**src/rtl/hc_595_rx.sv**
```systemverilog
// hc_595_rx: receiving end of a chained 74HC595 serial display link.
// ds/shcp/stcp/oe are resynchronised onto sys_clk; shcp rising edges shift
// ds into a FRAME_BITS shift register, stcp rising edges check the number
// of bits shifted since the previous stcp and latch a full frame onto the
// parallel sel/seg outputs. oe (active-low) blanks sel/seg without losing
// the latched frame.
module hc_595_rx #(
  parameter int SYNC_STAGES = 2,
  parameter int SEL_W       = 6,
  parameter int SEG_W       = 8
) (
  input  logic             sys_clk,
  input  logic             sys_rst_n,
  input  logic             ds,
  input  logic             shcp,
  input  logic             stcp,
  input  logic             oe,
  output logic [SEL_W-1:0] sel,
  output logic [SEG_W-1:0] seg,
  output logic             frame_vld,
  output logic             frame_err
);

  localparam int FRAME_BITS = SEL_W + SEG_W;
  localparam int CNT_W      = $clog2(FRAME_BITS + 2);
  localparam int ARM_W      = $clog2(SYNC_STAGES + 1) + 1;

  localparam logic [CNT_W-1:0] CNT_ZERO = '0;
  localparam logic [CNT_W-1:0] CNT_ONE  = CNT_W'(1);
  localparam logic [CNT_W-1:0] CNT_FULL = CNT_W'(FRAME_BITS);
  localparam logic [CNT_W-1:0] CNT_SAT  = CNT_W'(FRAME_BITS + 1);
  localparam logic [ARM_W-1:0] ARM_LAST = ARM_W'(SYNC_STAGES);

  // Synchronizer chains, all the same depth so ds stays aligned with shcp.
  logic [SYNC_STAGES-1:0] ds_pipe;
  logic [SYNC_STAGES-1:0] shcp_pipe;
  logic [SYNC_STAGES-1:0] stcp_pipe;
  logic [SYNC_STAGES-1:0] oe_pipe;

  logic ds_s;
  logic shcp_s;
  logic stcp_s;
  logic oe_s;

  logic shcp_hist;
  logic stcp_hist;

  logic [ARM_W-1:0] arm_cnt;
  logic             arm;

  logic                  shcp_rise;
  logic                  stcp_rise;

  logic [FRAME_BITS-1:0] sr;
  logic [FRAME_BITS-1:0] sr_nxt;
  logic [CNT_W-1:0]      shift_cnt;
  logic [CNT_W-1:0]      cnt_nxt;
  logic [SEL_W-1:0]      sel_q;
  logic [SEL_W-1:0]      sel_nxt;
  logic [SEG_W-1:0]      seg_q;
  logic [SEG_W-1:0]      seg_nxt;
  logic                  vld_nxt;
  logic                  err_nxt;

  assign ds_s   = ds_pipe[SYNC_STAGES-1];
  assign shcp_s = shcp_pipe[SYNC_STAGES-1];
  assign stcp_s = stcp_pipe[SYNC_STAGES-1];
  assign oe_s   = oe_pipe[SYNC_STAGES-1];

  // Edges only count once the arm delay has let the chains and history
  // flops settle, so a pin held high through reset never looks like a rise.
  assign shcp_rise = arm & shcp_s & ~shcp_hist;
  assign stcp_rise = arm & stcp_s & ~stcp_hist;

  // Pin synchronizers and edge-history flops.
  always_ff @(posedge sys_clk or negedge sys_rst_n) begin
    if (!sys_rst_n) begin
      ds_pipe   <= '0;
      shcp_pipe <= '0;
      stcp_pipe <= '0;
      oe_pipe   <= '0;
      shcp_hist <= 1'b0;
      stcp_hist <= 1'b0;
    end else begin
      ds_pipe   <= {ds_pipe[SYNC_STAGES-2:0], ds};
      shcp_pipe <= {shcp_pipe[SYNC_STAGES-2:0], shcp};
      stcp_pipe <= {stcp_pipe[SYNC_STAGES-2:0], stcp};
      oe_pipe   <= {oe_pipe[SYNC_STAGES-2:0], oe};
      shcp_hist <= shcp_s;
      stcp_hist <= stcp_s;
    end
  end

  // Arm delay: SYNC_STAGES+1 cycles after reset release before edges count.
  always_ff @(posedge sys_clk or negedge sys_rst_n) begin
    if (!sys_rst_n) begin
      arm_cnt <= '0;
      arm     <= 1'b0;
    end else if (!arm) begin
      if (arm_cnt == ARM_LAST) begin
        arm <= 1'b1;
      end else begin
        arm_cnt <= arm_cnt + ARM_W'(1);
      end
    end
  end

  // Next-state for shift register, bit count, latched frame and flags.
  // The latch decision uses the pre-shift register and count so that a
  // shcp rise coinciding with stcp belongs to the next frame.
  always_comb begin
    sr_nxt  = sr;
    cnt_nxt = shift_cnt;
    sel_nxt = sel_q;
    seg_nxt = seg_q;
    vld_nxt = 1'b0;
    err_nxt = 1'b0;
    if (stcp_rise) begin
      if (shift_cnt == CNT_FULL) begin
        sel_nxt = sr[SEL_W-1:0];
        for (int i = 0; i < SEG_W; i++) begin
          seg_nxt[SEG_W-1-i] = sr[SEL_W+i];
        end
        vld_nxt = 1'b1;
      end else if (shift_cnt != CNT_ZERO) begin
        err_nxt = 1'b1;
      end
      cnt_nxt = CNT_ZERO;
    end
    if (shcp_rise) begin
      sr_nxt = {ds_s, sr[FRAME_BITS-1:1]};
      if (stcp_rise) begin
        cnt_nxt = CNT_ONE;
      end else if (shift_cnt != CNT_SAT) begin
        cnt_nxt = shift_cnt + CNT_ONE;
      end
    end
  end

  // Frame state plus registered outputs; oe blanks the pins, not the frame.
  always_ff @(posedge sys_clk or negedge sys_rst_n) begin
    if (!sys_rst_n) begin
      sr        <= '0;
      shift_cnt <= '0;
      sel_q     <= '0;
      seg_q     <= '0;
      sel       <= '0;
      seg       <= '0;
      frame_vld <= 1'b0;
      frame_err <= 1'b0;
    end else begin
      sr        <= sr_nxt;
      shift_cnt <= cnt_nxt;
      sel_q     <= sel_nxt;
      seg_q     <= seg_nxt;
      sel       <= oe_s ? '0 : sel_nxt;
      seg       <= oe_s ? '0 : seg_nxt;
      frame_vld <= vld_nxt;
      frame_err <= err_nxt;
    end
  end

endmodule

```
**config.mk**
```make
export PLATFORM = sky130hd
export DESIGN_NAME = hc_595_rx
export DESIGN_NICKNAME = d
export VERILOG_FILES = /design/src/rtl/hc_595_rx.sv
export SDC_FILE = /design/constraint.sdc
export NUM_CORES = 1
export LEC_CHECK = 0
export ABC_AREA = 1
export BUFFER_PORTS_ARGS = -buffer_cell sky130_fd_sc_hd__buf_2
export CAP_MARGIN = 25
export CORE_UTILIZATION = 52
export DETAILED_ROUTE_END_ITERATION = 12
export MAX_ROUTING_LAYER = met4
export PLACE_DENSITY_LB_ADDON = 0.12
export SLEW_MARGIN = 30
export SYNTH_ARGS = -nofsm -noshare
export SYNTH_HDL_FRONTEND = slang
export SYNTH_SLANG_ARGS = --single-unit
```
**constraint.sdc**
```tcl
create_clock -name sys_clk -period 1.3 [get_ports sys_clk]
set_input_delay 0.065 -clock sys_clk [delete_from_list [all_inputs] [get_ports sys_clk]]
set_output_delay 0.065 -clock sys_clk [all_outputs]
set_load 0.01 [all_outputs]
```
==> results of run 1 <==
==> power breakdown <==
group / internal (mW) / total, mW / switching (mW)
clock: 0.892 / 1.56 / 0.672
sequential: 2.11 / 2.19 / 0.0774
combinational: 0.227 / 0.573 / 0.345
==> worst register-to-register path, stage by stage, from the launching register on <==
cell	delay, ns
dfrtp_1	0.38
inv_2	0.08
ha_4	0.12
inv_2	0.04
nor2_4	0.13
buf_6	0.13
buf_6	0.12
nand3_2	0.07
nand2_2	0.08
nor2_2	0.04
==> stage by stage <==
| step | power (mW) | util, % | instances | instance area, µm² |
|---|---|---|---|---|
| final | 4.33 | 68.4 | 382 | 3230 |
| after detailed placement | 2.73 | 59.8 | 352 | 2830 |
| after floorplan | 2.55 | - | 255 | 2560 |
| after global placement | 2.72 | 59.8 | 352 | 2830 |
| after CTS | 4.35 | 67.6 | 382 | 3190 |
| after global routing | 4.55 | 68.4 | 382 | 3230 |
==> flip-flops by register name, summed over array words and instances, names as in the netlist, 3 cells and up <==
register	count
sr	14
seg	8
seg_q	8
sel	6
sel_q	6
shift_cnt	4
arm_cnt	3
==> final cells by class <==
type                            count  area (µm²)
Fill cell                         346        1490
Sequential cell                    62        1550
Inverter                           55         206
Timing Repair Buffer               50         374
Multi-Input combinational cell    133         827
Clock buffer                       15         186
Tap cell                           67        83.8
==> what timing repair did <==
action | 4_1_cts | 5_1_grt
pin swaps | 15 | 13
setup endpoints to repair | 20 | 35
endpoints found under the hold margin | 66 | 0
hold buffers | 5 | 0
buffers inserted | 9 | 0
resized for setup | 13 | 18
cloned | 1 | 0
==> routing by layer <==
metal  wire, µm  vias to the layer above  GRT usage, %
met4        123                        0          13.1
met3         89                       11          4.17
met2       2010                       27          30.5
li1           -                      874             -
met5          0                        -             -
met1       2010                      819          24.8
==> cells in the mapped netlist, drive strengths merged <==
cell type and instances:
xor2 1, xnor2 1, nor2 22, dfrtp 62
clkinv 1, buf 4, nand2 61, nand4 1
a21oi 1, nand3b 2, inv 54, clkbuf 2
nand3 20, ha 5, o21ai 18
==> how the worst min path moves through the flow <==
stage	endpoint	slack, ns	startpoint
CTS	seg[1]	0.28	sys_rst_n
detailed placement	sel[0]	0.10	sys_rst_n
global route	sel[0]	0.30	sys_rst_n
finish	sel[0]	0.27	sys_rst_n
floorplan	arm	-0.23	sys_rst_n
global placement	sel[0]	0.1	sys_rst_n
==> logic make-up (layout without fill, tap and decap cells) <==
logic type               Yosys count  after routing  synth area share, %
XOR/XNOR                           2              2                0.685
AO/OA/AOI/OAI                     19             19                 3.72
buffers and inverters             61            120                 9.84
flip-flops                        62             62                 60.7
AND/OR/NAND/NOR                  106            107                 22.6
adder cells (fa/ha/maj)            5              5                 2.45
==> flow_metrics.tcl, run 1 <==
set metrics [dict create \
    cp_max_fo 6 \
    cp.buffers_inverters 4 \
    initial_utilization_pct 54.1 \
    wl_per_cell_um 11.1 \
    h-tree-depth 3 \
    clk_path_buf_depth 2 \
    grt_max_degree 63 \
    preCtsSetupSlack_ns -0.0121 \
    cp_slowest_cell "dfrtp_1" \
    fin_ws_ns 0.0106 \
    grt-ovfl-total 0 \
    layout_common_cells "dfrtp_1 (62), inv_1 (45), nand2_1 (36)" \
    portBuffers 21 \
    n_antenna_cell 0 \
    synth_top_area_share_pct 60.7 \
    crit_type "reg -> reg" \
    syn_area_per_cell_um2 10.0 \
    hold_viol_final 0 \
    synth_area_um2 2560 \
    cts_tree "built" \
    start_kind "register" \
    r2r-end "seg[5]" \
    setup.worst_path.start "shift_cnt[0]" \
    clkTransAtPathRegs_ns 0.06 \
    synthDistinctLibCells 22 \
    r2r-start "shift_cnt[0]" \
    mostFrequentLayoutCell "dfrtp_1" \
    dp_hpwl_mm 2.56 \
    syn-num-nets 266 \
    setup_viol 0 \
    synth_seq_cells 62 \
    numCtsBuffers 9 \
    grt_pass1_wl_mm 7.51 \
    area_growth_pct 26.3 \
    root_buffer "clkbuf_8" \
    final_layout_size_suffix_gt1_share_pct 39.0 \
    clock_skew_ns 0.00515 \
    cp_data_required_time_ns 1.52 \
    p_leak_nw 1.72 \
    synth_warnings 0 \
    tightest_slew_ns 0.321 \
    cp_top_family "flip-flops" \
    max_freq_ghz 0.776 \
    rsz0062_at_grt "yes" \
    vdd_drop_max_mv 0.853 \
    status "finished, final reports clean" \
    min_period_ns 1.29 \
    finalMaxSlewViolations 0 \
    dr.pass1.iters 4 \
    die_height_um 72.1 \
    reg2reg_slack_ns 0.01 \
    synth.area.top_cells "dfrtp_1 (61%), inv_1 (7.9%), nand2_1 (6.0%)" \
    reg2regPathDepth 9 \
    insertion_delay_ns 0.33 \
    end_kind "register" \
    grt_antenna_before_repair 0 \
    worstPathArrival_ns 1.51 \
    drt-total-wl_mm 4.24 \
    yosysSeqAreaShare_pct 60.7 \
    cts.sinks 62 \
    row_count 25 \
    drt_iter0_markers 108 \
    ant_nets 0 \
    cp_cell_sequence "inv_2 -> ha_4 -> inv_2 -> nor2_4 -> buf_6 -> buf_6 -> nand3_2 -> nand2_2 -> nor2_2" \
    grt_usage_pct 20.2 \
    post-route-period-util_pct 99.2 \
    hold_class "in -> async" \
    max_stage_delay_ns 0.38 \
    hold_ws_ns 0.270 \
    endpoint "seg[5]" \
    relSlewSlack_pct 78.6 \
    synth_area_leader_cell "dfrtp_1" \
    place_congestion 0.795 \
    die_area_um2 5200 \
    final_nets 322 \
    maxCapViolCount 0 \
    via_per_inst 4.53 \
    synth_cells 255 \
    vias 1731 \
    pin_count 22 \
    drcViolationCount 0 \
    first_global_vias 1687 \
    power_density_nw_per_um2 1340 \
    design.core.area_um2 4720 \
    path_depth 9 \
    fin_tns_setup_ns 0 \
    die_w_um 72.1 \
]
(Power assumes the default switching activity.)
==> run 2, diff against run 1 <==
CORE_UTILIZATION = 58   (was 52)
clock period = 1.2 ns   (was 1.3 ns; I/O delays follow)
==> run 2 against run 1 <==
Compared with the run above:
- the run now ends with setup timing left
- clock-buffer cell count shrank 1
- sequential share of layout area shrank 2.0 points
- cell count shrank 3.9%
- clock power is essentially flat
- global-route usage grew 4.0 points
- critical path depth is the same
- sequential power grew 9%
- power grew 8.4%
- cell area grew 4.4%
- clock skew is essentially flat
==> flow_metrics.tcl, run 2 (synthesis results as in run 1) <==
set metrics [dict create \
    seq_area_um2 1550 \
    first_global_vias 1756 \
    crit_top_cell "inv_2" \
    row_count 23 \
    dpl.cell_count 336 \
    end_kind "register" \
    violations "setup timing" \
    final_nets 324 \
    largest_reg_flops 14 \
    relSlewSlack_pct 79.3 \
    vias 1810 \
    tightest_slew_ns 0.311 \
    rsz0062_at_grt "yes" \
    setup.worst_path.start "shift_cnt[0]" \
    numCtsBuffers 9 \
    cp_max_fo 8 \
    cp_data_required_time_ns 1.47 \
    status "finished, violations left" \
    cts_tree "built" \
    via_per_inst 4.93 \
    grt-ovfl-total 0 \
    dp_hpwl_mm 2.57 \
    drt_iter0_markers 88 \
    fin_tns_setup_ns -3.52 \
    cp_slowest_cell "dfrtp_1" \
    n_antenna_cell 0 \
    insertion_delay_ns 0.34 \
    hold_class "in -> async" \
    crit_type "reg -> reg" \
    portBuffers 21 \
    cp_top_family "simple AND/OR/NAND/NOR gates" \
    mostFrequentLayoutCell "dfrtp_1" \
    r2r-start "shift_cnt[0]" \
    pin_count 22 \
    grt_usage_pct 24.2 \
    min_period_ns 1.35 \
    fin_ws_ns -0.152 \
    multi_input_area_um2 962 \
    clk_path_buf_depth 2 \
    fill_cells 246 \
    drcViolationCount 0 \
    worstPathArrival_ns 1.62 \
    area_growth_pct 31.9 \
    power_density_nw_per_um2 1390 \
    power_mw 4.69 \
    place_congestion 0.788 \
    max_freq_ghz 0.740 \
    wl_per_cell_um 13.1 \
    post-route-period-util_pct 113 \
    clkTransAtPathRegs_ns 0.06 \
    reg.largest.list "sr: 14 flops, seg: 8 flops, seg_q: 8 flops" \
    cts.sinks 62 \
    top_register "sr" \
    die_height_um 68.4 \
    final_layout_size_suffix_gt1_share_pct 41.6 \
    setup_viol 32 \
    h-tree-depth 3 \
    grt_max_degree 63 \
    cp.buffers_inverters 3 \
    maxCapViolCount 0 \
    p_leak_nw 1.75 \
    drt-total-wl_mm 4.81 \
    finalMaxSlewViolations 0 \
    layout_common_cells "dfrtp_1 (62), inv_1 (48), nand2_1 (33)" \
    cp_cell_sequence "inv_2 -> ha_4 -> inv_2 -> nor2_4 -> buf_6 -> nand2_8 -> nand2_2 -> nand2_4 -> nor2_2" \
    start_kind "register" \
    design.core.area_um2 4120 \
    root_buffer "clkbuf_8" \
    hold_viol_final 0 \
    grt_pass1_wl_mm 7.60 \
    final_cells 367 \
    max_stage_delay_ns 0.39 \
    grt_antenna_before_repair 0 \
    initial_utilization_pct 62.1 \
    vdd_drop_max_mv 0.831 \
    preCtsSetupSlack_ns -0.149 \
    clock_skew_ns 0.00494 \
    dr.pass1.iters 4 \
    die_area_um2 4680 \
    die_w_um 68.4 \
    ant_nets 0 \
]
-- run 2: changes by cell type in the layout (fill, tap and decap cells not counted), sizes merged --
cell	change
clkbuf	-1
inv	+1
buf	+2
-- run 2: worst min-delay path, stage by stage --
cell           delay [ns]
dlygate4sd3_1        0.52
buf_2                0.12
buf_12               0.29
-- run 2: final timing paths --
check / slack, ns / to / cells past startpoint
worst min register to register: 0.35 / oe_pipe[1] / 0
worst max-delay path: -0.15 / seg[7] / 9
worst max register to register: -0.15 / seg[7] / 9
max in group asynchronous: 0.69 / seg_q[2] / 3
min in group sys_clk: 0.35 / oe_pipe[1] / 0
worst min-delay path: 0.26 / sel[1] / 3
-- run 2: what timing repair did --
action                     4_1_cts  5_1_grt
pin swaps                       10        9
hold buffers                     5        0
hold endpoints to repair        66        0
setup endpoints to repair       32       40
cloned                           2        0
resized for setup               21       36
setup buffers                    5        6
-- run 2: stage by stage --
| stage | hold WS (ns) | utilization (%) | instance area (µm²) |
|---|---|---|---|
| 2_1_floorplan | -0.236 | - | 2560 |
| 3_3_place_gp | 0.0913 | 68.6 | 2820 |
| 3_5_place_dp | 0.0936 | 68.6 | 2820 |
| 4_1_cts | 0.273 | 77.7 | 3200 |
| 5_1_grt | 0.297 | 81.9 | 3370 |
| 6_report | 0.264 | 81.9 | 3370 |
-- run 2: report_power, final --
part,switching [mW],internal [mW]
clock network,0.722,0.850
logic,0.443,0.292
registers,0.0925,2.29
total,1.26,3.43
-- run 2: area by class of cell --
cell class	count	share of cell area (%)
clock inverters	1	0.148
multi-input cells	133	28.5
well taps	50	1.86
inverters	55	6.20
flip-flops and latches	62	46.0
repair buffers	52	12.4
clock buffers	14	4.83
-- run 2: metal layers --
layer	routed length (µm)	global-route usage [%]	vias up
met2	2550	39.2	32
met3	137	8.50	7
met5	0	-	-
met4	70	11.2	0
met1	2040	26.5	895
li1	-	-	876
